`src/rtl/snoop_bus_arbiter.sv`:
```
// Round-robin snoop bus arbiter: one-hot grant held until packet end, retry, abandon or hold timeout.
// Optional per-master retry backoff masking is enabled by defining SB_RETRY_BACKOFF_EN.
module snoop_bus_arbiter #(
  parameter int NUM_MASTERS    = 4,
  parameter int MAX_HOLD       = 64,
  parameter int BACKOFF_CYCLES = 8
) (
  input  logic                           clk,
  input  logic                           rst,
  input  logic [NUM_MASTERS-1:0]         req_i,
  input  logic                           bus_valid_i,
  input  logic                           bus_end_i,
  input  logic                           retry_i,
  output logic [NUM_MASTERS-1:0]         gnt_o,
  output logic [$clog2(NUM_MASTERS)-1:0] owner_o,
  output logic                           busy_o,
  output logic                           timeout_o,
  output logic                           retry_o
);

  localparam int IW = $clog2(NUM_MASTERS);
  localparam int HW = $clog2(MAX_HOLD);
  localparam logic [HW-1:0] HOLD_LAST = HW'(MAX_HOLD - 1);
  localparam logic [NUM_MASTERS-1:0] ONE_HOT0 = NUM_MASTERS'(1);

  if (NUM_MASTERS < 2 || NUM_MASTERS > 8 || MAX_HOLD < 4 || BACKOFF_CYCLES < 1) begin : g_param_check
    $error("snoop_bus_arbiter: parameter out of range");
  end

  typedef enum logic [1:0] {IDLE, GRANTED, TURNAROUND} state_t;

  state_t                   state;
  logic [IW-1:0]            rr_ptr;
  logic [HW-1:0]            hold_cnt;
  logic                     seen_valid;
  logic [NUM_MASTERS-1:0]   eligible;
  logic                     found;
  logic [IW-1:0]            pick;
  logic                     abandon;
  logic                     hold_expired;
  logic                     grant_exit;
  logic [IW-1:0]            next_ptr;

`ifdef SB_RETRY_BACKOFF_EN
  localparam int BW = $clog2(BACKOFF_CYCLES + 1);
  logic [BW-1:0] backoff [NUM_MASTERS];

  always_comb begin
    eligible = '0;
    for (int i = 0; i < NUM_MASTERS; i++) begin
      eligible[i] = req_i[i] && (backoff[i] == '0);
    end
  end

  // A retried owner sits out arbitration until its counter drains.
  always_ff @(posedge clk) begin
    if (rst) begin
      for (int i = 0; i < NUM_MASTERS; i++) backoff[i] <= '0;
    end else begin
      for (int i = 0; i < NUM_MASTERS; i++) begin
        if (state == GRANTED && retry_i && owner_o == IW'(i)) begin
          backoff[i] <= BW'(BACKOFF_CYCLES);
        end else if (backoff[i] != '0) begin
          backoff[i] <= backoff[i] - BW'(1);
        end
      end
    end
  end
`else
  assign eligible = req_i;
`endif

  // First eligible requester searching upward from the rr pointer, wrapping.
  always_comb begin
    int            idx;
    logic [IW-1:0] idx_v;
    found = 1'b0;
    pick  = '0;
    idx   = 0;
    idx_v = '0;
    for (int i = 0; i < NUM_MASTERS; i++) begin
      idx = int'(rr_ptr) + i;
      if (idx >= NUM_MASTERS) idx = idx - NUM_MASTERS;
      idx_v = IW'(idx);
      if (!found && eligible[idx_v]) begin
        found = 1'b1;
        pick  = idx_v;
      end
    end
  end

  assign abandon      = !req_i[owner_o] && !seen_valid && !bus_valid_i;
  assign hold_expired = (hold_cnt == HOLD_LAST);
  assign grant_exit   = retry_i || bus_end_i || abandon || hold_expired;
  assign next_ptr     = (owner_o == IW'(NUM_MASTERS - 1)) ? '0 : owner_o + IW'(1);

  always_ff @(posedge clk) begin
    if (rst) begin
      state      <= IDLE;
      gnt_o      <= '0;
      owner_o    <= '0;
      busy_o     <= 1'b0;
      timeout_o  <= 1'b0;
      retry_o    <= 1'b0;
      rr_ptr     <= '0;
      hold_cnt   <= '0;
      seen_valid <= 1'b0;
    end else begin
      timeout_o <= 1'b0;
      retry_o   <= 1'b0;
      case (state)
        IDLE: begin
          if (found) begin
            state      <= GRANTED;
            gnt_o      <= ONE_HOT0 << pick;
            owner_o    <= pick;
            busy_o     <= 1'b1;
            hold_cnt   <= '0;
            seen_valid <= 1'b0;
          end
        end
        GRANTED: begin
          if (!hold_expired) hold_cnt <= hold_cnt + HW'(1);
          if (bus_valid_i) seen_valid <= 1'b1;
          if (grant_exit) begin
            state     <= TURNAROUND;
            gnt_o     <= '0;
            busy_o    <= 1'b0;
            rr_ptr    <= next_ptr;
            retry_o   <= retry_i;
            // A timeout pulse only when nothing of higher priority ended the grant.
            timeout_o <= hold_expired && !retry_i && !bus_end_i && !abandon;
          end
        end
        TURNAROUND: state <= IDLE;
        default:    state <= IDLE;
      endcase
    end
  end

endmodule

```
`config.mk`:
```
export PLATFORM = sky130hd
export DESIGN_NAME = snoop_bus_arbiter
export DESIGN_NICKNAME = d
export VERILOG_FILES = /design/src/rtl/snoop_bus_arbiter.sv
export SDC_FILE = /design/constraint.sdc
export NUM_CORES = 1
export LEC_CHECK = 0
export ABC_AREA = 1
export BUFFER_PORTS_ARGS = -buffer_cell sky130_fd_sc_hd__buf_4
export CORE_ASPECT_RATIO = 1.4
export CORE_MARGIN = 5
export CORE_UTILIZATION = 50
export CTS_CLUSTER_DIAMETER = 30
export DETAILED_ROUTE_END_ITERATION = 8
export GPL_TIMING_DRIVEN = 0
export PLACE_DENSITY = 0.78
export SYNTH_ARGS = -nofsm -noshare
export SYNTH_HDL_FRONTEND = slang
export SYNTH_SLANG_ARGS = --single-unit
```
`constraint.sdc`:
```
create_clock -name clk -period 1.4 [get_ports clk]
set_input_delay 0.07 -clock clk [delete_from_list [all_inputs] [get_ports clk]]
set_output_delay 0.07 -clock clk [all_outputs]
set_load 0.05 [all_outputs]
```
-- After elaboration in Yosys (flattened, before gate mapping)
Cells that the tools add are included.
- flip-flop bits (word level): 20
- input bits: 9
- output and inout bits: 9
- word-level logic and storage cells: 104
- add/subtract/negate cells: 9
- magnitude comparators: 9
- equality and inequality tests: 7
- shift operators: 1
- mux-type cells: 38
- bitwise gates (word level): 2
- reduce and logical (&&, ||, !) cells: 29
- operator list (kind ; number):
    $mux 2 ; 11
    $lt 2x3->1 const B ; 5
    $mux 1 ; 13
    $mux 6 ; 2
    $pmux 6 s2 ; 1
    $bmux 1 s2 ; 5
    $ge 3x3->1 const B ; 3
    $logic_not 1->1 ; 9
    $reduce_and 3->1 ; 3
    $logic_and 1x1->1 ; 8
    $mux 4 ; 2
    $ne 2x2->1 const B ; 4
    $pmux 4 s2 ; 1
    $sub 2x1->2 const B ; 4
    $add 2x2->3 const B ; 2
    $add 6x1->6 const B ; 1
    $eq 6x6->1 const B ; 1
    $reduce_and 2->1 ; 3
    $pmux 1 s2 ; 2
    $pmux 2 s2 ; 1
    $shl 1x2->4 const A ; 1
    $add 2x1->3 const B ; 1
    $ge 2x3->1 const B ; 1
    $logic_or 1x1->1 ; 3
    other kinds (7) ; 8

-- Longest topological paths before layout
Gate-level depths: netlist (run 1).
- word-level depth: 17
- mapped depth: 13
- depth with buffers taken out: 12

-- Worst setup path before layout (run 1)
Ideal clock, no wire load.
- path kind: register to register
- from: register owner_o[0]
- to: register gnt_o[0]
- library setup time: 0.071 ns
- data arrival time: 1.544 ns
- data required time: 1.329 ns
- setup slack: -0.214 ns
- stages on the path, launching flop included: 9
- path buffers: 0
- clock period less this slack: 1.614 ns
- path through: dfxtp_1 inv_1 a21oi_1 nand2_1 nand3_1 nand4_1 nand2_2 nand3_1 a21oi_1
- longest elaborated chain between the ends: 9
- ends and longest elaborated chain (item ; RTL line ; RTL):
    start, declared ; 15 ; output logic [$clog2(NUM_MASTERS)-1:0] owner_o,
    start signal, assigned ; 116 ; owner_o <= pick;
    $bmux 1 s2 ; 92 ; assign abandon = !req_i[owner_o] && !seen_valid && !bus_valid_i;
    $mux 1 (not written as such) ; 92 ;
    $logic_not 1->1 ; 92 ;
    $logic_and 1x1->1 (2 in a row) ; 92 ;
    $logic_or 1x1->1 (2 in a row) ; 94 ; assign grant_exit = retry_i || bus_end_i || abandon || hold_expired;
    $ne 2x2->1 (no line) ; -- ;
    $reduce_and 3->1 (no line) ; -- ;
    end signal, assigned ; 115 ; gnt_o <= ONE_HOT0 << pick;
    end, declared ; 14 ; output logic [NUM_MASTERS-1:0] gnt_o,
No other way between the ends. The select of a mux whose other input is x is not followed.
A chain may end at the register's enable or synchronous reset.

-- Worst setup path in the final report (run 1)
- from: register rr_ptr[0]
- to: register gnt_o[1]
- longest elaborated chain between the ends: 17
- elaborated cells on any way between the ends: 42
- those cells by class: 7 x add/sub; 4 x order compare; 1 x eq/ne; 1 x shift; 22 x mux; 7 x reduce/logical
- ends and longest elaborated chain (item ; RTL line ; RTL):
    start, declared ; 33 ; logic [IW-1:0] rr_ptr;
    start signal, assigned ; 129 ; rr_ptr <= next_ptr;
    parallel branches: the longest is 17 deep, another holds $add 2x1->3 ; -- ;
Several ways; the timed one is not identified. The select of a mux whose other input is x is not followed.

==> results of run 1 <==
how the worst max path moves through the flow:
stage / startpoint / to / slack (ps) / cells past startpoint
2_1_floorplan: rr_ptr[0] / seen_valid / -8 / 11
6_report: rr_ptr[0] / gnt_o[1] / -180 / 10
3_5_place_dp: hold_cnt[0] / hold_cnt[0] / -210 / 8
4_1_cts: rr_ptr[0] / hold_cnt[2] / -160 / 12
3_3_place_gp: hold_cnt[0] / rr_ptr[1] / -190 / 8
5_1_grt: state[0] / hold_cnt[1] / -320 / 6
critical path, delay by kind of cell (launching register included):
family,cells,cell delay [ps]
AOI/OAI and AO/OA,1,140
and+or+nand+nor,7,750
buffers and inverters,2,270
DFF,1,360
cell type report:
| type | count | area, sq um |
|---|---|---|
| buffer | 3 | 30.03 |
| timing repair inverter | 1 | 8.758 |
| tap | 23 | 28.78 |
| clock buffer | 3 | 22.52 |
| multi-input combinational | 131 | 865.8 |
| fill | 176 | 649.4 |
| sequential | 20 | 410.4 |
| timing repair buffer | 29 | 234.0 |
| inverter | 21 | 88.84 |
logic make-up after synthesis:
logic type               Yosys count  synth area share
AND/OR/NAND/NOR                  102            0.4134
AO/OA/AOI/OAI                     25            0.1207
buffers and inverters             24           0.09443
flip-flops                        20            0.3358
XOR/XNOR                           2           0.01469
adder cells (fa/ha/maj)            2           0.02098
sequential cells by signal (all words and copies together), names as in the netlist:
register    count
busy_o          1
gnt_o           4
hold_cnt        6
owner_o         2
retry_o         1
rr_ptr          2
seen_valid      1
state           2
timeout_o       1
synthesized netlist by cell type (2+ instances only):
| cell type | instances |
|---|---|
| nand3_1 | 23 |
| o21ai_0 | 5 |
| nand4_1 | 3 |
| a21oi_1 | 13 |
| nor2_1 | 16 |
| ha_1 | 2 |
| nand2_1 | 42 |
| nand2_2 | 12 |
| dfxtp_1 | 20 |
| xor2_1 | 2 |
| inv_1 | 19 |
| buf_6 | 2 |
routing by layer:
| layer | vias to the layer above | routed length [um] | GRT usage |
|---|---|---|---|
| met5 | - | 0 | 0 |
| met4 | 0 | 74 | 0.08197 |
| met3 | 9 | 60 | 0.01325 |
| met2 | 28 | 1879 | 0.4000 |
| met1 | 601 | 1197 | 0.1989 |
| li1 | 643 | - | - |
report_power, final:
group          internal (mW)  leakage [nW]  switching, mW  total (mW)
Combinational          0.966         0.594           1.53        2.50
Clock                  0.100        0.0138          0.169       0.269
Sequential             0.735         0.166          0.145       0.880
repair_timing:
item,CTS,global route
hold endpoints to repair,1,0
resized for setup,28,32
gates cloned,3,0
pin swaps,12,8
hold buffers,1,0
endpoints found under the setup margin,20,20
buffers inserted,7,2
stage by stage:
stage          std cells  power (mW)
6_report             231       3.648
3_5_place_dp         215       2.592
2_1_floorplan        175       2.194
4_1_cts              229       3.298
5_1_grt              231       3.907
3_3_place_gp         215       2.554
==> reports/metrics.yaml, run 1 <==
status: "finished with violations"
violations: "setup timing"
dpl.hpwl_um: 2152
cts_buffers: 3
min_path_cells: 3
ys_seq_area_frac: 0.3358
r2r-end: "gnt_o[1]"
clkSinkCount: 20
n_antenna_cell: 0
path_class: "reg2reg"
synth_cells: 175
drt_iter0_drc: 41
vias: 1281
whs_ps: 33.33
wirelength_um: 3211
drt.antenna.violating_nets: 0
synth_top_area_share: 0.3358
layout_commonest_cell: "nand2_1"
rows: 21
critPathLaunchType: "flip-flop"
crit_slowest_cell: "dfxtp_2"
root_buffer: "clkbuf_4"
yosys.area.top_type: "dfxtp_1"
clk_path_buf_depth: 2
cts_tree: "built"
io_pins: 18
hold_path_class: "in2reg"
hp-start: "retry_i"
fin_area_sq_mm: 0.001689
viasPerCell: 5.545
place_area_sq_mm: 0.001351
synthFlopType: "dfxtp_1"
ff2ff_setup_slack_ps: -180
syn_to_final_growth_pct: 41.66
place_ws_ps: -214.1
timing.rr.start: "rr_ptr[0]"
crit_arrival_ps: 1820
max_freq_mhz: 631.5
vdd_drop_max_v: 0.001124
hold_path_end: "retry_o"
layout_common_cells: "nand2_1, buf_4, nand3_1"
drt-pass1-iter-count: 4
synth-edff-count: 0
syn_area_per_cell_sq_um: 6.814
finalCritPeriodShare: 1.131
crit_chain: "buf_8 > nand2_2 > nand3_4 > nand2_4 > nor2_4 > nand3b_4 > nand2_8 > buf_6 > nand3_1 > a21oi_2"
ctsHtreeMaxLevel: 1
reg2regPathDepth: 10
slew_headroom: 0.6353
path_max_fanout: 6
ys_async_sr_fraction: 0
design.core.area_sq_mm: 0.002338
die_x_um: 51.27
timing.final.crit_period_ps: 1584
dieArea_sq_mm: 0.003475
synth.distinct_cells: 28
fin_util: 0.7223
synth_warnings: 0
drt_drc_violations_left: 0
cp-end-kind: "flip-flop"
antenna_found_initial: 0
initial_utilization: 0.5099
grtUsageTotal: 0.1957
final_hold_viol_count: 0
cap_viol_max_count: 0
grt_max_degree: 11
layout-drive-gt1-share: 0.4327
skew_ps: 8.586
cellPowerDensity_mw_per_mm2: 2160
grt_pass1_wl_um: 5250
synthTopCellsByArea: "dfxtp_1, nand2_1, nand3_1, nand2_2, inv_1"
slowest_delay_ps: 360
setup_slack_ps: -183.5
die_h_um: 67.78
nets: 221
finalMaxSlewViolations: 0
path_clk_slew_ps: 110
io_buffers: 17
max_slew.worst_pin.slew_ps: 547.1
syn-num-nets: 186
finalSetupTns_ps: -2238
gr-total-overflow: 0
avgRoutedWirePerCell_um: 13.90
p_leak_nw: 0.7738
grt_pass1_vias: 1260
synth_seq_cells: 20
setup_viol: 19
place_congestion: 0.8502
clk_latency_ps: 300
synth_area_sq_mm: 0.001192
rsz0062_at_grt: "true"
required_ps: 1640
No activity file was read; power rests on OpenSTA's default activity.
==> run 2, diff against run 1 <==
Settings changed: RECOVER_POWER set to 100.
==> run 2 against run 1 <==
  * The run still ends with setup timing left
  * Flip-flop and latch count unchanged
  * Cell count is the same
  * Maximum frequency down 0.84%
  * Combinational power is 3% lower
  * Critical path depth stayed put
  * Clock skew down 1.8 ps
  * Via count rose by 0.16%
  * Largest power group unchanged
  * Largest cell class unchanged
  * First-iteration DRC count stayed put
==> reports/metrics.yaml, run 2 (synthesized netlist as in run 1, its figures left out) <==
status: "finished with violations"
instances_no_fill: 231
rows: 21
vdd_drop_max_v: 0.001086
p_leak_nw: 0.7401
wirelength_um: 3235
skew_ps: 6.765
place_congestion: 0.8502
setup_viol: 19
layout-drive-gt1-share: 0.3942
n_fill_cell: 185
violations: "setup timing"
clk_path_buf_depth: 2
vias: 1283
viasPerCell: 5.554
nets: 221
n_antenna_cell: 0
cellPowerDensity_mw_per_mm2: 2162
crit_slowest_cell: "dfxtp_2"
layout_common_cells: "nand2_1, nand3_1, inv_1, buf_4, nand2_2"
grt.busiest_layer: "met2"
grt_pass1_wl_um: 5250
required_ps: 1640
cts_tree: "built"
crit_arrival_ps: 1840
finalMaxSlewViolations: 0
slew_headroom: 0.5921
layout_commonest_cell: "nand2_1"
setup_slack_ps: -196.9
drt_iter0_drc: 41
path_class: "reg2reg"
grt_use_met1: 0.1989
die_h_um: 67.78
slowest_delay_ps: 360
antenna_found_initial: 0
gr-total-overflow: 0
drt.antenna.violating_nets: 0
path_clk_slew_ps: 110
place_area_sq_mm: 0.001351
clk_latency_ps: 300
rsz0062_at_grt: "true"
path_max_fanout: 6
fin_area_sq_mm: 0.001657
critPathLaunchType: "flip-flop"
ctsHtreeMaxLevel: 1
cp-end-kind: "flip-flop"
dp_cells: 215
max_freq_mhz: 626.2
grt_max_degree: 11
root_buffer: "clkbuf_4"
drt-pass1-iter-count: 4
design.core.area_sq_mm: 0.002338
initial_utilization: 0.5099
dpl.hpwl_um: 2152
dieArea_sq_mm: 0.003475
cts_buffers: 3
reg_top3: "hold_cnt (6), gnt_o (4)"
clkSinkCount: 20
met2_usage: 0.4000
regArea_sq_um: 410.4
syn_to_final_growth_pct: 38.93
cap_viol_max_count: 0
io_pins: 18
final_hold_viol_count: 0
largest-register: "hold_cnt"
drt_drc_violations_left: 0
finalCritPeriodShare: 1.141
hold_path_class: "in2reg"
crit_chain: "buf_8 > nand2_2 > nand3_4 > nand2_4 > nor2_4 > nand3b_4 > nand2_8 > buf_6 > nand3_1 > a21oi_2"
timing.final.crit_period_ps: 1597
die_x_um: 51.27
grtUsageTotal: 0.1957
met3_usage: 0.01325
max_slew.worst_pin.slew_ps: 614.4
io_buffers: 17
avgRoutedWirePerCell_um: 14.00
multiInputGateArea_sq_um: 865.8
largest_reg_flops: 6
grt_pass1_vias: 1260
[run 2: changes by cell type in the layout (fill, tap and decap cells not counted), sizes merged]
cell,before,now
buf,30,21
clkbuf,4,13
[run 2: cell type report]
class                   instances  area share
flip-flops and latches         20      0.2477
repair inverters                1    0.005287
multi-input cells             131      0.5227
inverters                      21     0.05363
repair buffers                 29      0.1216
clock buffers                   3     0.01360
well taps                      23     0.01737
plain buffers                   3     0.01813
[run 2: final timing paths]
| check | slack (ps) | endpoint | startpoint | cells past startpoint |
|---|---|---|---|---|
| setup / recovery | -200 | gnt_o[1] | rr_ptr[0] | 10 |
| hold reg to reg | 480 | gnt_o[2] | gnt_o[2] | 2 |
| setup reg to reg | -200 | gnt_o[1] | rr_ptr[0] | 10 |
| hold / removal | 30 | retry_o | retry_i | 3 |
[run 2: routing by layer]
layer,share of wire,up-vias
met5,0,-
met3,0.018,9
met4,0.023,0
li1,-,641
met2,0.58,27
met1,0.38,606
[run 2: worst max-delay path, delay by kind of cell (launching register included)]
kind            cells  cell delay (ps)
simple gates        7              750
compound gates      1              140
buf+inv             2              270
flops               1              360
[run 2: repair_timing]
action                                  4_1_cts  5_1_grt
endpoints found under the setup margin       20       20
pin swaps                                    12        8
hold endpoints to repair                      1        0
gates cloned                                  3        0
setup buffers                                 7        2
gates resized for setup                      28       32
hold buffers                                  1        0
[run 2: through the flow]
stage / utilization / setup TNS, ps / hold slack [ps] / worst slack, ps / power (mW)
final: 0.7084 / -2351 / 29.09 / -196.9 / 3.582
after global placement: 0.5778 / -2574 / 280.9 / -190.3 / 2.554
after detailed placement: 0.5778 / -3253 / 295.0 / -214.1 / 2.592
after global routing: 0.7084 / -4793 / 48.85 / -320.9 / 3.838
after floorplan: - / -35.73 / 172.9 / -8.163 / 2.194
after CTS: 0.6688 / -2846 / 25.33 / -163.9 / 3.298
[run 2: power by group]
group          leakage (nW)  total (mW)  switching [mW]  internal (mW)
Sequential            0.166       0.877           0.142          0.735
Clock                0.0138       0.272           0.172          0.100
Combinational         0.560        2.43            1.54          0.896
==> run 3, diff against run 2 <==
Settings changed: PLACE_DENSITY 0.78 to 0.75, RECOVER_POWER 100 to not set.
Clock period 1.4 ns to 1.76 ns, I/O delays scaled along.
==> run 3 against run 2 <==
  * The flow now finishes without violations
  * Critical endpoint is now gnt_o[0]
  * Wire length fell by 19%
  * Clock skew grew 2.9 ps
  * Largest cell class unchanged
  * Core utilization shrank 9.5 points
  * Worst setup slack improved by 380 ps
  * Maximum frequency rose by 1.2%
  * Combinational power is 42% lower
==> reports/metrics.yaml, run 3 (synthesized netlist as in run 1, its figures left out) <==
largest-register: "hold_cnt"
io_pins: 18
rows: 21
root_buffer: "clkbuf_4"
layout-drive-gt1-share: 0.2475
crit_chain: "buf_6 > nand2_1 > nand3_2 > nand2_2 > nor2_4 > nand3b_4 > nand2_4 > buf_6 > nand3_1 > a21oi_1"
design.core.area_sq_mm: 0.002338
clkSinkCount: 20
syn_to_final_growth_pct: 20.25
dp_cells: 215
slowest_delay_ps: 340
drt.antenna.violating_nets: 0
status: "finished clean"
avgRoutedWirePerCell_um: 11.86
hp-start: "retry_i"
r2r-end: "gnt_o[0]"
wirelength_um: 2621
grt_pass1_vias: 1197
clk_latency_ps: 310
max_freq_mhz: 634.0
path_common_cell: "buf_6"
layout_commonest_cell: "nand2_1"
crit_arrival_ps: 1830
ff2ff_setup_slack_ps: 180
setup_slack_ps: 182.7
rsz0062_at_grt: "false"
final_hold_viol_count: 0
path_clk_slew_ps: 120
required_ps: 2010
nets: 210
instances_no_fill: 221
io_buffers: 17
crit_slowest_cell: "dfxtp_1"
die_x_um: 51.27
path_class: "reg2reg"
drt-pass1-iter-count: 4
critPathCapture: "gnt_o[0]"
drt_iter0_drc: 26
vias: 1173
finalSetupTns_ps: 0
cellPowerDensity_mw_per_mm2: 1709
grtUsageTotal: 0.1776
slew_headroom: 0.6255
drt_drc_violations_left: 0
vdd_drop_max_v: 0.0008925
min_path_cells: 3
cp-end-kind: "flip-flop"
p_leak_nw: 0.7014
timing.final.crit_period_ps: 1577
n_antenna_cell: 0
timing.rr.start: "rr_ptr[0]"
layout_common_cells: "nand2_1, nand3_1, inv_1"
dieArea_sq_mm: 0.003475
cts_buffers: 3
grt_max_degree: 13
reg2regPathDepth: 10
cap_viol_max_count: 0
die_h_um: 67.78
grt_pass1_wl_um: 4726
place_ws_ps: 127.7
skew_ps: 9.697
setup_viol: 0
dpl.hpwl_um: 2082
finalCritPeriodShare: 0.8962
place_congestion: 0.7915
reg_top3: "hold_cnt (6), gnt_o (4)"
ctsHtreeMaxLevel: 1
clk_path_buf_depth: 2
gr-total-overflow: 0
viasPerCell: 5.308
max_slew.worst_pin.slew_ps: 559.6
path_max_fanout: 10
startpoint: "rr_ptr[0]"
largest_reg_flops: 6
finalMaxSlewViolations: 0
antenna_found_initial: 0
cts_tree: "built"
initial_utilization: 0.5099
critPathLaunchType: "flip-flop"
hold_path_class: "in2reg"
[run 3: changes by cell type in the layout (fill, tap and decap cells not counted), sizes merged]
cell	delta
buf	-1
clkbuf	-9
bufinv	+1
inv	-1
[run 3: how the worst min path moves through the flow]
stage	endpoint	slack, ps
final	retry_o	40
after detailed placement	state[0]	300
after global routing	timeout_o	70
after floorplan	state[0]	190
after global placement	state[0]	300
after CTS	retry_o	40
[run 3: per-layer routing]
layer	vias up	GRT usage	share of wire
met5	-	0	0
met4	0	0.1148	0.036
met3	9	0.01766	0.029
met2	19	0.3565	0.53
met1	527	0.1660	0.40
li1	618	-	-
[run 3: cell type report]
type,count,area [sq um]
buffer,3,26.28
clock buffer,3,22.52
clock inverter,1,30.03
fill,219,904.6
inverter,21,86.33
multi-input combinational,131,691.9
sequential,20,402.9
tap,23,28.78
timing repair buffer,19,145.1
[run 3: timing repair]
item	4_1_cts	5_1_grt
hold buffers	1	0
setup buffers	0	1
endpoints found under the setup margin	0	11
hold endpoints to repair	1	0
gates resized for setup	0	8
[run 3: critical path, delay by kind of cell, from the launching register on]
family	cells	cell delay (ps)
buffers and inverters	2	300
and+or+nand+nor	7	730
DFF	1	340
AOI/OAI and AO/OA	1	150
[run 3: per-stage QoR]
step                      hold WS (ps)  cell area [sq um]    util  power (mW)
final                            39.28               1434  0.6132       2.450
after floorplan                  190.9               1192       -       1.738
after detailed placement         303.6               1349  0.5768       2.058
after CTS                        40.63               1411  0.6035       2.431
after global placement           299.6               1349  0.5768       2.027
after global routing             68.55               1434  0.6132       2.666
[run 3: where the power goes]
| group | switching (mW) | total (mW) | internal (mW) | leakage, nW |
|---|---|---|---|---|
| Combinational | 0.943 | 1.41 | 0.463 | 0.509 |
| Sequential | 0.0903 | 0.663 | 0.573 | 0.164 |
| Clock | 0.150 | 0.381 | 0.231 | 0.0279 |
| Total | 1.18 | 2.45 | 1.27 | 0.701 |
